===== src/rtl/dma_arbiter.sv =====
// dma_arbiter: three-way round-robin arbiter in front of a single shared DMA port.
// Requesters: 0 = load block, 1 = pool layer, 2 = store/writeback.
// The owner's access is issued combinationally in the cycle it is acked, and
// read data is flagged with rvalid one cycle after a read ack.
// Optional feature macro: DMA_ARB_BURST_LIMIT_EN. When defined, a grant is
// released after MAX_BURST consecutive acks if another requester is waiting.
// When undefined, a grant is held until the owner drops its request.
module dma_arbiter #(
    parameter int ADDR_W    = 16,
    parameter int DATA_W    = 16,
    parameter int MAX_BURST = 16
) (
    input  logic                  clk,
    input  logic                  reset,
    input  logic [2:0]            req,
    input  logic [2:0]            req_rw,
    input  logic [3*ADDR_W-1:0]   req_addr,
    input  logic [3*DATA_W-1:0]   req_wdata,
    output logic [2:0]            gnt,
    output logic [2:0]            ack,
    output logic [2:0]            rvalid,
    output logic [DATA_W-1:0]     rdata,
    output logic                  dma_enable,
    output logic                  dma_rw,
    output logic [ADDR_W-1:0]     dma_addr,
    output logic [DATA_W-1:0]     dma_wdata,
    input  logic [DATA_W-1:0]     dma_rdata
);

    typedef enum logic {
        IDLE  = 1'b0,
        GRANT = 1'b1
    } state_t;

    // The burst counter is 8 bits wide, so the limit must fit in 1..255.
    if (MAX_BURST < 1 || MAX_BURST > 255) begin : g_bad_max_burst
        $error("dma_arbiter: MAX_BURST must be in 1..255");
    end

    state_t       state;
    logic [1:0]   owner;
    logic [1:0]   last_owner;
    logic [2:0]   gnt_q;
    logic [2:0]   rvalid_q;

    logic         owner_req;
    logic         owner_rw;
    logic [ADDR_W-1:0] owner_addr;
    logic [DATA_W-1:0] owner_wdata;
    logic [2:0]   owner_mask;
    logic         issue;
    logic         others_req;
    logic [1:0]   winner;

`ifdef DMA_ARB_BURST_LIMIT_EN
    localparam logic [7:0] BURST_LAST = 8'(MAX_BURST - 1);
    logic [7:0]   burst_cnt;
`endif

    // Round-robin pick: search starts at the requester after the last owner.
    function automatic logic [1:0] rr_pick(input logic [2:0] r, input logic [1:0] last);
        logic [1:0] first;
        logic [1:0] second;
        logic [1:0] third;
        case (last)
            2'd0:    begin first = 2'd1; second = 2'd2; third = 2'd0; end
            2'd1:    begin first = 2'd2; second = 2'd0; third = 2'd1; end
            default: begin first = 2'd0; second = 2'd1; third = 2'd2; end
        endcase
        if (r[first])       return first;
        else if (r[second]) return second;
        else                return third;
    endfunction

    assign winner = rr_pick(req, last_owner);

    // Select the current owner's request, direction, address and write data.
    always_comb begin
        // NOTE: every signal gets a default before the case so no latch is inferred.
        owner_req   = 1'b0;
        owner_rw    = 1'b0;
        owner_addr  = '0;
        owner_wdata = '0;
        owner_mask  = 3'b000;
        case (owner)
            2'd0: begin
                owner_req   = req[0];
                owner_rw    = req_rw[0];
                owner_addr  = req_addr[0*ADDR_W +: ADDR_W];
                owner_wdata = req_wdata[0*DATA_W +: DATA_W];
                owner_mask  = 3'b001;
            end
            2'd1: begin
                owner_req   = req[1];
                owner_rw    = req_rw[1];
                owner_addr  = req_addr[1*ADDR_W +: ADDR_W];
                owner_wdata = req_wdata[1*DATA_W +: DATA_W];
                owner_mask  = 3'b010;
            end
            2'd2: begin
                owner_req   = req[2];
                owner_rw    = req_rw[2];
                owner_addr  = req_addr[2*ADDR_W +: ADDR_W];
                owner_wdata = req_wdata[2*DATA_W +: DATA_W];
                owner_mask  = 3'b100;
            end
            default: ;
        endcase
    end

    // An access is issued only while granted, the owner is requesting and reset is low.
    assign issue      = (state == GRANT) && owner_req && !reset;
    assign others_req = |(req & ~owner_mask);

    assign ack        = issue ? owner_mask : 3'b000;
    assign dma_enable = issue;
    assign dma_rw     = issue & owner_rw;
    assign dma_addr   = issue ? owner_addr  : '0;
    assign dma_wdata  = issue ? owner_wdata : '0;

    // Registered outputs are also masked by reset so they read zero during the
    // very first reset cycle, before the synchronous clear has taken effect.
    assign gnt    = reset ? 3'b000 : gnt_q;
    assign rvalid = reset ? 3'b000 : rvalid_q;
    assign rdata  = reset ? '0     : dma_rdata;

    // Arbitration FSM, grant register, burst counter and read-valid pipeline.
    always_ff @(posedge clk) begin
        // NOTE: sequential state uses non-blocking assignments so every register
        // samples the pre-edge values, independent of statement order.
        if (reset) begin
            state      <= IDLE;
            owner      <= 2'd0;
            last_owner <= 2'd2;
            gnt_q      <= 3'b000;
            rvalid_q   <= 3'b000;
`ifdef DMA_ARB_BURST_LIMIT_EN
            burst_cnt  <= 8'd0;
`endif
        end else begin
            // Write acks carry no return data, so only read acks raise rvalid.
            rvalid_q <= ack & {3{~owner_rw}};
            case (state)
                IDLE: begin
                    if (|req) begin
                        owner <= winner;
                        gnt_q <= 3'b001 << winner;
                        state <= GRANT;
`ifdef DMA_ARB_BURST_LIMIT_EN
                        burst_cnt <= 8'd0;
`endif
                    end
                end
                GRANT: begin
                    if (!owner_req) begin
                        state      <= IDLE;
                        gnt_q      <= 3'b000;
                        last_owner <= owner;
                    end
`ifdef DMA_ARB_BURST_LIMIT_EN
                    else if (burst_cnt == BURST_LAST) begin
                        if (others_req) begin
                            state      <= IDLE;
                            gnt_q      <= 3'b000;
                            last_owner <= owner;
                        end
                        burst_cnt <= 8'd0;
                    end else begin
                        burst_cnt <= burst_cnt + 8'd1;
                    end
`endif
                end
                default: state <= IDLE;
            endcase
        end
    end

endmodule


===== config.mk =====
export PLATFORM = sky130hd
export DESIGN_NAME = dma_arbiter
export DESIGN_NICKNAME = d
export VERILOG_FILES = /design/src/rtl/dma_arbiter.sv
export SDC_FILE = /design/constraint.sdc
export NUM_CORES = 1
export LEC_CHECK = 0
export ABC_AREA = 1
export CAP_MARGIN = 10
export CORE_MARGIN = 4
export CORE_UTILIZATION = 28
export DETAILED_ROUTE_END_ITERATION = 10
export PLACE_DENSITY_LB_ADDON = 0.05
export SETUP_SLACK_MARGIN = 0.4
export SLEW_MARGIN = 20
export SYNTH_ARGS = -nofsm -noshare
export SYNTH_HDL_FRONTEND = slang
export SYNTH_SLANG_ARGS = --single-unit

===== constraint.sdc =====
create_clock -name clk -period 1.6 [get_ports clk]
set_input_delay 0.24 -clock clk [delete_from_list [all_inputs] [get_ports clk]]
set_output_delay 0.24 -clock clk [all_outputs]
set_load 0.01 [all_outputs]

[After elaboration in Yosys (flattened, before gate mapping)]
Cells that the tools add are included.
Word-level totals
  word-level logic and storage cells: 53
  output and inout port bits: 59
  register bits after elaboration: 11
  input bits: 120
Operators by class
  shift-type cells: 1
  bitwise gates (word level): 5
  $lt $le $gt $ge: 2
  reductions and logical operators: 9
  mux-type cells: 26
  equal/unequal tests: 5
Operators with widths (count)
  $pmux W16 S3: 2
  $mux W16: 3
  $mux W3: 5
  $pmux W2 S2: 3
  $pmux W3 S3: 1
  $lt A2 B3 Y1 const B: 2
  $pmux W1 S3: 2
  $pmux W3 S2: 1
  $reduce_and A2 Y1: 3
  $bmux W1 S2: 2
  $eq A2 B1 Y1 const B: 2
  $logic_not A2 Y1: 2
  $mux W1: 4
  $mux W2: 2
  $ne A2 B2 Y1 const B: 2
  $and A3 B3 Y3: 1
  $not A1 Y1: 3
  $reduce_or A3 Y1: 1
  $shl A1 B2 Y3 const A: 1
  $eq A2 B2 Y1 const B: 1
  $logic_and A1 B1 Y1: 2
  $pmux W1 S2: 1
  $and A1 B1 Y1: 1
  $logic_not A1 Y1: 1

[Longest topological paths before layout]
  word-level depth: 9
  gate-level depth with buffers: 9
  depth with buffers taken out: 8

[Worst setup path before layout]
Ideal clock, no wire load.
  kind: register -> output
  from: register owner[0]
  to: output dma_addr[0]
  slack: 0.201 ns
  data required time: 1.360 ns
  buffers on the path: 2
  arrival: 1.159 ns
  stages on the path, launching flop included: 8
  cell sequence: dfxtp_1 buf_6 nor2_8 nand2_2 nand3_4 nand3_4 buf_6 nor2_1
Between the ends
  word-level cells in the longest chain between the ends: 5
  elaborated cells between the ends (all ways): 8
  those cells by class: eq/ne: 2; mux: 3; reduce/logical: 3
Ends and longest elaborated chain
  start, declared: RTL line 41  | logic [1:0] owner;
  start signal, assigned: RTL line 146  | owner <= winner;
  $eq A2 B2 Y1, or another cell as far along: RTL line 85  | case (owner)
  $pmux W1 S3: RTL line 85
  $logic_and A1 B1 Y1 (2 in a row): RTL line 112  | assign issue = (state == GRANT) && owner_req && !reset;
  $mux W16 *: RTL line 118  | assign dma_addr = issue ? owner_addr : '0;
  end, declared: RTL line 25  | output logic [ADDR_W-1:0] dma_addr,
Mark *: on every way between the ends. The rest lies on a longest branch, timed or not.

[Worst setup path in the final report]
  from: register owner[1]
  to: output dma_addr[3]
Same word-level chain as after synthesis.

==> impl_metrics.yaml <==
status:
  status: "finished, violations left"
  violations: "negative setup slack"
sta:
  drv_slew: 0
  setup_slack_ns: -0.250
  fin_crit_ns: 1.85
  max_freq_ghz: 0.540
  setup_tns_ns: -7.15
  timing.hold.ws_ns: 0.528
  setup_viol: 37
  fin_crit_sh_pct: 116
  rsz0062_at_grt: "true"
  fin_worst_skew_ns: 0.00382
  worst-slew-pin-transition_ns: 0.320
  hold_violations: 0
  max_slew_margin_pct: 78.7
critical_path:
  cp-end-kind: "output pin"
  worstRegToRegCells: 10
  cp-start-kind: "flip-flop"
  cp.required_ns: 1.36
  timing.rr.end: "rvalid_q[2]"
  arrival_ns: 1.61
  path_class: "flip-flop to output pin"
  path_max_fanout: 5
  reg2reg_slack_ns: 0.09
  reg2reg_from: "owner[0]"
clock_tree:
  cts_buffer_depth: 2
  clkTransAtPathRegs_ns: 0.05
  cts_tree: "done"
  cts-root-buf: "clkbuf_8"
  cts_hold_buf: 0
  cts_buffers: 3
  clk_latency_ns: 0.24
  cts.htree.levels: 1
  cts_sinks: 11
grt:
  grt_max_degree: 24
  grt_pass1_wl_mm: 11.0
  grt_pass1_vias: 2457
  grt_overflow_total: 0
  antenna_found_initial: 0
  track_usage_pct: 20.5
power_and_ir_drop:
  p_comb_share_pct: 72.3
  ir_worst_vdd_mv: 0.318
  leakagePower_nw: 2.04
  intPower_mw: 1.32
  swShare_pct: 41.6
  p_seq_share_pct: 15.2
  p_clk_share_pct: 12.6
  power.switching_mw: 0.944
  power.density_nw_per_um2: 574
cells_and_area:
  multi_input_area_um2: 1340
  fin_util_pct: 75.5
  stdcell_area_um2: 3950
  area_growth_pct: 156
  n_fill_cell: 418
  register_area_um2: 229
  finalNonFillerCells: 578
  antenna_cells: 0
  final_nets: 629
  drive_gt1_share_pct: 37.0
routing:
  vias: 2608
  ant_nets: 0
  firstDrtPassIters: 4
  post_drt_wl_per_cell_um: 13.9
  vias_per_cell: 4.51
  drt_drc_violations_left: 0
  drt_iter0_markers: 48
  finalWirelength_mm: 8.06
die:
  dieHeight_um: 82.3
  dieArea_um2: 6770
  rows: 26
  start_util_pct: 29.5
  io_pins: 179
  die_width_um: 82.3
  core_um2: 5240
min_path:
  hold_path.class: "input port to flip-flop"
  min_delay_path_depth: 4
  min_from: "reset"
  min_to: "state"
synthesis:
  ys_async_sr_fraction_pct: 0
  synth_edf_count: 0
  ys_types: 23
  synth-seq-area-share_pct: 14.3
  synth.most_common_cell: "nand2_1"
  synth-main-ff-cell: "dfxtp_1"
  synth_top_cell_by_area: "nand2_1"
  netlist_area_um2: 1540
  ys_ff_latch: 11
  synthTopCellsByArea: "nand2_1, nor2_1, dfxtp_1"
  syn_avg_cell_area_um2: 5.03
  synth_commonest_cells: "nand2_1, nor2_1, inv_1"
  synth_cells: 307
  synth_top_area_share_pct: 26.0
  syn_nets: 427
  synth_warnings: 0
place:
  placed_area_um2: 3660
  portBuffers: 178
  place_congestion: 0.837
  place_inst: 563
  dp_hpwl_mm: 6.10
run:
  cap_violations: 0
-- routing by layer --
layer,track usage [%],share of wire [%],up-vias
met5,0,0,-
met4,5.48,2.3,0
met3,8.24,11,18
met2,37.6,50,134
met1,21.5,37,1119
li1,-,-,1337
-- layout by cell type (no fill, tap or decap), types with 2 or more instances in the layout --
master / instances
clkdlybuf4s50_1: 104
nand3_2: 5
a22oi_1: 4
dfxtp_4: 2
inv_2: 4
nand2_4: 3
nand3_4: 3
buf_6: 20
nand4_1: 3
nand2_2: 14
a21boi_0: 2
clkbuf_16: 3
dlygate4sd2_1: 4
inv_1: 37
dlymetal6s2s_1: 10
nor2_4: 13
nor2_1: 25
nand2_1: 91
nor2_2: 24
clkbuf_8: 3
buf_4: 20
a21oi_2: 15
dfxtp_1: 8
nand3_1: 6
o21ai_0: 3
buf_2: 42
a21oi_1: 19
buf_12: 8
-- cell type report --
class	count	area share, %
Timing Repair Buffer	214	52.3
Clock buffer	4	1.14
Sequential cell	11	5.79
Multi-Input combinational cell	234	33.9
Inverter	45	4.59
Tap cell	70	2.22
-- flip-flops by register name (all words and copies together) (netlist names) --
name and flops:
owner 2, gnt_q 3, last_owner 2, state 1, rvalid_q 3
-- power groups by stage --
stage | clock network, mW | registers [mW] | logic, mW
final | 0.285 | 0.344 | 1.64
after global routing | 0.307 | 0.348 | 1.78
after CTS | 0.292 | 0.341 | 1.42
after detailed placement | 0 | 0.342 | 1.42
after global placement | 0 | 0.343 | 1.40
after floorplan | 0 | 0.324 | 0.735
-- how the worst max path moves through the flow --
stage,from,to,slack [ns],depth (start not counted)
finish,owner[1],dma_addr[3],-0.25,9
global route,owner[1],dma_addr[3],-0.31,9
CTS,owner[1],dma_addr[3],-0.28,8
detailed placement,req[2],dma_wdata[0],-0.68,7
global placement,req[2],dma_wdata[0],-0.59,7
floorplan,owner[1],dma_addr[12],0.23,7
-- kinds of logic after synthesis --
group	after synthesis	synth area share [%]
buffers and inverters	62	18.6
flip-flops	11	14.3
AND/OR/NAND/NOR	188	51.3
AO/OA/AOI/OAI	46	15.9
-- per-stage QoR --
stage	worst slack (ns)	power, mW
finish	-0.250	2.27
global route	-0.307	2.43
CTS	-0.282	2.05
detailed placement	-0.679	1.76
global placement	-0.587	1.74
floorplan	0.226	1.06
-- worst max-delay path, cell delays in order, from the launching register on --
cell and delay [ns]:
dfxtp_4 0.36, buf_12 0.13, buf_6 0.11, nor2_4 0.20, clkbuf_16 0.18, nand2_2 0.05
nand2_2 0.05, a21oi_2 0.04, nor2_2 0.11, buf_2 0.13
-- repair_timing --
| item | 4_1_cts | 5_1_grt |
|---|---|---|
| gates cloned | 1 | 3 |
| pin swaps | 3 | 34 |
| setup endpoints to repair | 70 | 59 |
| gates resized for setup | 249 | 99 |
| buffers inserted | 4 | 3 |
(Power assumes the default switching activity.)
